`src/rtl/decode_pkg.sv`:
```
// Shared definitions for the decode stage: opcodes, ALU codes, FSM states
// and the registered issue bundle handed to the execution stage.
package decode_pkg;

   localparam logic [3:0] OP_NOP = 4'h0;
   localparam logic [3:0] OP_ADD = 4'h1;
   localparam logic [3:0] OP_SUB = 4'h2;
   localparam logic [3:0] OP_AND = 4'h3;
   localparam logic [3:0] OP_OR  = 4'h4;
   localparam logic [3:0] OP_LI  = 4'h8;

   localparam logic [1:0] ALU_ADD = 2'b00;
   localparam logic [1:0] ALU_SUB = 2'b01;
   localparam logic [1:0] ALU_AND = 2'b10;
   localparam logic [1:0] ALU_OR  = 2'b11;

   typedef enum logic [0:0] {
      S_OP  = 1'b0,
      S_IMM = 1'b1
   } state_e;

   typedef struct packed {
      logic [15:0] rd_data;
      logic [15:0] s0;
      logic [1:0]  aluctr;
      logic [15:0] im16;
      logic        s2ctr;
      logic        we;
      logic [3:0]  rdest;
   } issue_t;

   function automatic logic is_alu(input logic [3:0] op);
      return (op == OP_ADD) || (op == OP_SUB) ||
             (op == OP_AND) || (op == OP_OR);
   endfunction

   function automatic logic [1:0] alu_code(input logic [3:0] op);
      logic [1:0] c;
      case (op)
         OP_SUB:  c = ALU_SUB;
         OP_AND:  c = ALU_AND;
         OP_OR:   c = ALU_OR;
         default: c = ALU_ADD;
      endcase
      return c;
   endfunction

endpackage

```
`src/rtl/regfile_16x16.sv`:
```
// 16x16 register file: one synchronous write port, two combinational
// read ports with write-through bypass. Async active-low reset clears all.
module regfile_16x16 (
   input  logic        clk,
   input  logic        rst_n,
   input  logic        we_i,
   input  logic [3:0]  waddr_i,
   input  logic [15:0] wdata_i,
   input  logic [3:0]  raddr_a_i,
   output logic [15:0] rdata_a_o,
   input  logic [3:0]  raddr_b_i,
   output logic [15:0] rdata_b_o
);

   logic [15:0] mem_q [16];

   always_ff @(posedge clk or negedge rst_n) begin
      if (!rst_n) begin
         for (int i = 0; i < 16; i++) begin
            mem_q[i] <= '0;
         end
      end else if (we_i) begin
         mem_q[waddr_i] <= wdata_i;
      end
   end

   // A write landing this cycle is visible to a same-cycle read.
   assign rdata_a_o = (we_i && (waddr_i == raddr_a_i)) ?
                      wdata_i : mem_q[raddr_a_i];
   assign rdata_b_o = (we_i && (waddr_i == raddr_b_i)) ?
                      wdata_i : mem_q[raddr_b_i];

endmodule

```
`src/rtl/decode_stage.sv`:
```
// Decode / register-read stage: accepts instruction words over valid/ready,
// issues one registered bundle per cycle (bubbles for LI first word and RAW).
module decode_stage
   import decode_pkg::*;
(
   input  logic        clk,
   input  logic        rst,
   input  logic        instr_valid,
   input  logic [15:0] instr,
   output logic        instr_ready,
   input  logic        wb_we,
   input  logic [3:0]  wb_addr,
   input  logic [15:0] wb_data,
   output logic [15:0] rd_data,
   output logic [15:0] s0,
   output logic [1:0]  aluctr,
   output logic [15:0] im16,
   output logic        s2ctr,
   output logic        we,
   output logic [3:0]  rdest_r,
   output logic        illegal
);

   state_e      state_q, state_d;
   logic [3:0]  rdl_q, rdl_d;
   issue_t      iss_q, iss_d;
   logic        ill_q, ill_d;

   logic [3:0]  op, rd_idx, rs_idx;
   logic [15:0] ra_data, rb_data;
   logic        hazard, acc;
   logic        unused_lo;

   assign op        = instr[15:12];
   assign rd_idx    = instr[11:8];
   assign rs_idx    = instr[7:4];
   assign unused_lo = ^instr[3:0];

   regfile_16x16 u_rf (
      .clk       (clk),
      .rst_n     (rst),
      .we_i      (wb_we),
      .waddr_i   (wb_addr),
      .wdata_i   (wb_data),
      .raddr_a_i (rd_idx),
      .rdata_a_o (ra_data),
      .raddr_b_i (rs_idx),
      .rdata_b_o (rb_data)
   );

   // The producer issued last cycle has not reached write-back yet;
   // holding the consumer one cycle lets it pick the value off the bypass.
   always_comb begin
      hazard = (state_q == S_OP) && is_alu(op) && iss_q.we &&
               ((iss_q.rdest == rd_idx) || (iss_q.rdest == rs_idx));
   end

   assign instr_ready = rst && !hazard;
   assign acc         = instr_valid && instr_ready;

   always_comb begin
      state_d = state_q;
      rdl_d   = rdl_q;
      ill_d   = ill_q;
      iss_d   = '0;
      if (acc) begin
         unique case (state_q)
            S_IMM: begin
               iss_d.im16  = instr;
               iss_d.s2ctr = 1'b1;
               iss_d.we    = 1'b1;
               iss_d.rdest = rdl_q;
               state_d     = S_OP;
            end
            S_OP: begin
               unique case (1'b1)
                  is_alu(op): begin
                     iss_d.rd_data = ra_data;
                     iss_d.s0      = rb_data;
                     iss_d.aluctr  = alu_code(op);
                     iss_d.we      = 1'b1;
                     iss_d.rdest   = rd_idx;
                  end
                  (op == OP_LI): begin
                     state_d = S_IMM;
                     rdl_d   = rd_idx;
                  end
                  (op == OP_NOP): begin
                     state_d = S_OP;
                  end
                  default: begin
                     ill_d = 1'b1;
                  end
               endcase
            end
            default: begin
               state_d = S_OP;
            end
         endcase
      end
   end

   always_ff @(posedge clk or negedge rst) begin
      if (!rst) begin
         state_q <= S_OP;
         rdl_q   <= '0;
         iss_q   <= '0;
         ill_q   <= 1'b0;
      end else begin
         state_q <= state_d;
         rdl_q   <= rdl_d;
         iss_q   <= iss_d;
         ill_q   <= ill_d;
      end
   end

   assign rd_data = iss_q.rd_data;
   assign s0      = iss_q.s0;
   assign aluctr  = iss_q.aluctr;
   assign im16    = iss_q.im16;
   assign s2ctr   = iss_q.s2ctr;
   assign we      = iss_q.we;
   assign rdest_r = iss_q.rdest;
   assign illegal = ill_q;

endmodule

```
`config.mk`:
```
export PLATFORM = sky130hd
export DESIGN_NAME = decode_stage
export DESIGN_NICKNAME = d
export VERILOG_FILES = /design/src/rtl/decode_pkg.sv /design/src/rtl/regfile_16x16.sv /design/src/rtl/decode_stage.sv
export SDC_FILE = /design/constraint.sdc
export NUM_CORES = 1
export LEC_CHECK = 0
export CAP_MARGIN = 20
export CORE_MARGIN = 4
export CORE_UTILIZATION = 41
export CTS_CLUSTER_SIZE = 24
export DETAILED_ROUTE_END_ITERATION = 16
export DONT_BUFFER_PORTS = 1
export PLACE_DENSITY_LB_ADDON = 0.3
export SLEW_MARGIN = 20
export SYNTH_ARGS = -nofsm -noshare
export SYNTH_HDL_FRONTEND = slang
export SYNTH_SLANG_ARGS = --single-unit
```
`constraint.sdc`:
```
create_clock -name clk -period 2.3 [get_ports clk]
set_input_delay 0.46 -clock clk [delete_from_list [all_inputs] [get_ports clk]]
set_output_delay 0.46 -clock clk [all_outputs]
set_load 0.01 [all_outputs]
```
==> impl_metrics.csv, run 1 <==
group,metric,value,unit
status,outcome,"finished, violations left",
status,failed_checks,"hold timing",
drt,detail_route.drc_violations,0,
pwr,leakage,7.41,nW
timing,fmax,0.439,GHz
synth,syn-mean-instance-area,14.9,um2
worst_setup_path,worstSetupEndpointType,"output pin",
finish,area.growth.synth_to_final,11.5,%
drt,postRouteAntennaNets,0,
synth,yosys_warnings,0,
pwr,p_per_area,917,nW/um2
floorplan,core_area,38600,um2
synth,yosys.cell_types.count,36,
finish,mostFrequentLayoutCell,"sky130_fd_sc_hd__dfrtp_1",
grt,global_route_wire_length_before_repair,65400,um
cts,tritoncts,"built",
hold_path,timing.hold.worst.class,"in2async",
synth,syn_nets,1116,
drt,vias,9647,
drt,avgViaCountPerCell,6.03,
pwr,vdd_drop_max,0.382,mV
cts,numClockSinks,318,
drt,dr.pass1.iters,5,
timing,slew-limit-headroom,14.1,%
worst_setup_path,path_cells,"xor2_1 -> nor4_2 -> o211ai_1 -> and2_4",
synth,mappedNetlistArea,16000,um2
floorplan,die_h,206,um
cts,clk_latency,520,ps
synth,dominantRegCellSynth,"sky130_fd_sc_hd__dfrtp_1",
timing,post-route-min-period,2280,ps
timing,max_slew.worst_pin.slew,1290,ps
timing,hold_slack,-346,ps
worst_setup_path,arr_time_crit_path,1820,ps
timing,unrepaired_setup_endpoints_after_global_routing,"yes",
cts,postCtsHoldBufs,1,
finish,fin_area,17900,um2
synth,synthCells,1076,
floorplan,die_area,42300,um2
synth,synthArstFlopShare,100,%
finish,non_filler_instance_count_after_layout,1599,
grt,final_global_route_overflow_total,0,
timing,fin_skew,16.7,ps
floorplan,fp.dieW,206,um
timing,final_max_slew_viol_count,0,
cts,clk_transition_reported_paths,60,ps
flow_run,drv_cap,0,
worst_setup_path,timing.critical_path.slowest_cell_delay,410,ps
worst_setup_path,timing.critical_path.from_type,"flop",
placement,place_hpwl,23400,um
grt,first_global_vias,10200,
cts,number_of_buffers_inserted_during_clock_tree_synthesis,36,
timing,finalSetupViolations,0,
grt,grt_antenna_before_repair,0,
pwr,finalPower,16.4,mW
timing,finalHoldViolations,318,
cts,cts_max_path_buffers,3,
synth,synth-edff-count,0,
worst_setup_path,crit_fanout,3,
drt,drt-total-wl,42900,um
worst_setup_path,cp_bufs_invs,0,
placement,io_buffer_count,0,
worst_setup_path,worst_path_dominant_cell_family,"simple AND/OR/NAND/NOR gates",
placement,place.detailed.instances,1534,
placement,placed_cell_area,16600,um2
worst_setup_path,critical_path.slowest_cell,"sky130_fd_sc_hd__dfrtp_1",
timing,fin_setup_tns,0,ps
finish,drive_above_1_share,45.1,%
finish,insertedDiodeCount,0,
grt,grt_usage,20.6,%
worst_setup_path,critical_path_class,"reg2out",
grt,grt_start_max_net_pins,323,
cts,cts-root-buf,"sky130_fd_sc_hd__clkbuf_16",
cts,htree_levels,2,
worst_setup_path,crit_required,1840,ps
finish,layout.nets,1096,
finish,most-common-layout-cells,"sky130_fd_sc_hd__dfrtp_1 (318), sky130_fd_sc_hd__mux2_2 (230), sky130_fd_sc_hd__mux4_2 (128)",
synth,postSynthRegisterBits,318,
floorplan,placement_rows,72,
timing,period_share,99.1,%
floorplan,io_pins,98,
drt,post_detailed_route_wirelength_per_cell,26.8,um
placement,gp_congestion,0.743,
synth,synth-seq-area-share,49.7,%
floorplan,start_util,41.4,%
drt,drt-initial-drc-count,841,
cells in the mapped netlist, drive strengths merged, types with 2 or more instances:
master  instances  share of area, %
nand2b          2             0.078
and2           20              0.78
clkbuf         43               1.0
and3            2             0.078
xnor2           2              0.11
nor2b           6              0.23
nor4            6              0.52
or3             3              0.12
xor2           14              0.77
o21ai           2             0.062
nand3b          4              0.19
nand2          45               1.1
nand3           6              0.19
nor3            3             0.094
mux2          260                19
mux4          128                18
a22oi          65               3.0
nor2           15              0.45
dfrtp         318                50
a21o           32               1.5
buf            56               2.0
a21oi          37               1.2
registers in the layout, summed over array words and instances, names as in the netlist:
name	count
illegal	1
state_q	1
im16	16
s2ctr	1
s0	16
rdl_q	4
we	1
aluctr	2
u_rf.mem_q	256
rd_data	16
rdest_r	4
power breakdown:
group / leakage (nW) / switching [mW] / internal [mW]
clock: 0.629 / 2.29 / 3.90
sequential: 3.99 / 0.765 / 6.69
combinational: 2.79 / 0.780 / 1.95
layout make-up:
type,count,area (um2)
flip-flops and latches,318,7960
clock buffers,53,1080
clock inverters,10,200
well taps,518,648
repair buffers,41,360
fillers,3338,20800
multi-input cells,659,7620
cells by family after synthesis:
kind of cell	count (synthesis)	synth area share, %
AO/OA/AOI/OAI	141	6.01
multiplexers	388	36.5
AND/OR/NAND/NOR	114	3.91
XOR/XNOR	16	0.875
buffers and inverters	99	3.02
flip-flops	318	49.7
worst paths after layout:
check,depth (start not counted),start,slack [ps],to
min in group clk,2,wb_data[4],60,s0[4]
min,0,rst,-350,s0[11]
max,4,rdest_r[2],20,instr_ready
max in group asynchronous,0,rst,1620,rdest_r[2]
max reg2reg,6,rdest_r[2],590,s0[14]
min reg2reg,1,rdl_q[2],510,rdl_q[2]
per-stage QoR:
step                utilization [%]  setup slack [ps]  hold slack, ps
floorplan                         -               327             164
global placement               42.8               321             180
detailed placement             42.8               342             178
CTS                            46.2             -66.5            -377
global route                   46.2              -123            -370
finish                         46.2              20.7            -346
metal layers:
metal | vias to the layer above | GRT usage (%) | wire [um]
li1 | 4075 | - | -
met5 | - | 0 | 0
met3 | 65 | 3.72 | 2150
met2 | 223 | 35.4 | 21800
met1 | 5284 | 27.0 | 17900
met4 | 0 | 5.38 | 1020
timing repair:
item / 4_1_cts / 5_1_grt
setup endpoints to repair: 1 / 1
resized for setup: 3 / 0
pin swaps: 12 / 2
endpoints found under the hold margin: 319 / 318
setup buffers: 0 / 1
Power figures use the tool's default switching activity.
==> run 2, diff against run 1 <==
CORE_MARGIN = 2   (was 4)
==> run 2 against run 1 <==
The flow still finishes with violations (hold timing). Non-clock buffer count grew 5. Critical path depth is the same. Hold slack lost 13 ps. Largest power group unchanged.
==> impl_metrics.csv, run 2 (same netlist as run 1, synthesis figures left out) <==
group,metric,value,unit
status,outcome,"finished, violations left",
status,failed_checks,"hold timing",
grt,grt_usage,21.2,%
finish,top_register,"u_rf.mem_q",
floorplan,io_pins,98,
timing,period_share,98.0,%
finish,drive_above_1_share,45.2,%
timing,finalHoldViolations,318,
drt,postRouteAntennaNets,0,
timing,fin_skew,18.1,ps
flow_run,drv_cap,0,
cts,clk_latency,520,ps
timing,fmax,0.444,GHz
cts,postCtsHoldBufs,1,
timing,post-route-min-period,2250,ps
pwr,p_per_area,877,nW/um2
timing,final_max_slew_viol_count,0,
grt,grt_antenna_before_repair,0,
worst_setup_path,arr_time_crit_path,1790,ps
pwr,vdd_drop_max,0.410,mV
finish,mostFrequentLayoutCell,"sky130_fd_sc_hd__dfrtp_1",
timing,slew-limit-headroom,56.3,%
pwr,leakage,7.35,nW
worst_setup_path,timing.critical_path.slowest_cell_delay,470,ps
grt,first_global_vias,10100,
finish,area.growth.synth_to_final,10.7,%
cts,htree_levels,2,
cts,cts-root-buf,"sky130_fd_sc_hd__clkbuf_16",
worst_setup_path,crit_required,1840,ps
grt,final_global_route_overflow_total,0,
drt,dr.pass1.iters,5,
worst_setup_path,timing.critical_path.from_type,"flop",
placement,preCtsSetupSlack,288,ps
drt,vias,9659,
floorplan,placement_rows,72,
finish,largest_register_ffs,256,
timing,fin_setup_tns,0,ps
drt,drt-total-wl,43500,um
worst_setup_path,critical_path.slowest_cell,"sky130_fd_sc_hd__dfrtp_2",
drt,detail_route.drc_violations,0,
grt,grt_start_max_net_pins,323,
finish,most-common-layout-cells,"sky130_fd_sc_hd__dfrtp_1 (316), sky130_fd_sc_hd__mux2_2 (230), sky130_fd_sc_hd__mux4_2 (128)",
drt,post_detailed_route_wirelength_per_cell,27.3,um
finish,layout.nets,1100,
finish,post-route-util,45.9,%
cts,number_of_buffers_inserted_during_clock_tree_synthesis,35,
placement,io_buffer_count,0,
placement,gp_congestion,0.754,
timing,hold_slack,-359,ps
pwr,finalPower,15.6,mW
placement,placed_cell_area,16500,um2
placement,place.detailed.instances,1533,
placement,place_hpwl,23500,um
drt,drt-initial-drc-count,769,
hold_path,timing.hold.worst.class,"in2async",
finish,insertedDiodeCount,0,
finish,fillerInstances,3318,
finish,fin_area,17700,um2
cts,tritoncts,"built",
worst_setup_path,worstSetupEndpointType,"output pin",
finish,layout.area.seq,7960,um2
timing,max_slew.worst_pin.slew,656,ps
floorplan,core_area,38600,um2
timing,fin_ws,46.5,ps
worst_setup_path,crit_fanout,3,
floorplan,fp.dieW,202,um
floorplan,die_h,202,um
finish,multi_input_area,7630,um2
worst_setup_path,critical_path_class,"reg2out",
timing,finalSetupViolations,0,
floorplan,start_util,41.4,%
finish,non_filler_instance_count_after_layout,1595,
floorplan,die_area,40700,um2
cts,clk_transition_reported_paths,60,ps
timing,unrepaired_setup_endpoints_after_global_routing,"yes",
grt,global_route_wire_length_before_repair,65000,um
drt,avgViaCountPerCell,6.06,
cts,cts_max_path_buffers,3,
worst_setup_path,path_cells,"xor2_1 -> nor4_2 -> o211ai_1 -> and2_4",
cts,numClockSinks,318,
-- run 2: cell types whose count changed in the layout (fill, tap and decap cells not counted), moves of 2 or more --
| cell | delta |
|---|---|
| sky130_fd_sc_hd__bufinv_16 | -5 |
| sky130_fd_sc_hd__a21oi_1 | -2 |
| sky130_fd_sc_hd__dfrtp_2 | +2 |
| sky130_fd_sc_hd__dfrtp_1 | -2 |
| sky130_fd_sc_hd__a21oi_2 | +2 |
| sky130_fd_sc_hd__clkbuf_8 | -2 |
-- run 2: cell type report --
type                    count  area share, %
flip-flops and latches    318           44.9
clock inverters             5          0.303
well taps                 518           3.65
clock buffers              49           5.63
multi-input cells         659           43.0
repair buffers             46           2.50
-- run 2: worst max-delay path: cells and delay by family (launching register included) --
family	cells	cell delay, ps
AOI/OAI and AO/OA	1	140
xor gates and xnor gates	1	170
DFF	1	470
and+or+nand+nor	2	490
-- run 2: repair_timing --
| action | in CTS | in global routing |
|---|---|---|
| setup buffers | 5 | 1 |
| hold endpoints to repair | 319 | 318 |
| gates resized for setup | 5 | 5 |
| setup endpoints to repair | 1 | 33 |
| pin swaps | 4 | 4 |
| cloned | 0 | 3 |
-- run 2: path summary, 6_finish.rpt --
| path | startpoint | endpoint | slack [ps] | depth (start not counted) |
|---|---|---|---|---|
| min in group clk | instr[13] | im16[13] | 70 | 1 |
| worst min register to register | u_rf.mem_q[220] | u_rf.mem_q[220] | 510 | 1 |
| worst max register to register | rdest_r[1] | s0[13] | 110 | 10 |
| worst min-delay path | rst | u_rf.mem_q[163] | -360 | 0 |
| worst max-delay path | rdest_r[1] | instr_ready | 50 | 4 |
| max in group asynchronous | rst | u_rf.mem_q[44] | 2090 | 0 |
-- run 2: power by group --
group | internal, mW | switching [mW] | total, mW
logic | 1.96 | 0.790 | 2.75
registers | 6.69 | 0.777 | 7.47
clock network | 3.11 | 2.23 | 5.34
-- run 2: per-layer routing --
layer	vias up	GRT usage [%]	routed length (um)
met5	-	0	0
met4	0	5.96	1120
met3	64	4.07	2080
met2	224	36.8	22100
met1	5306	27.3	18200
li1	4065	-	-
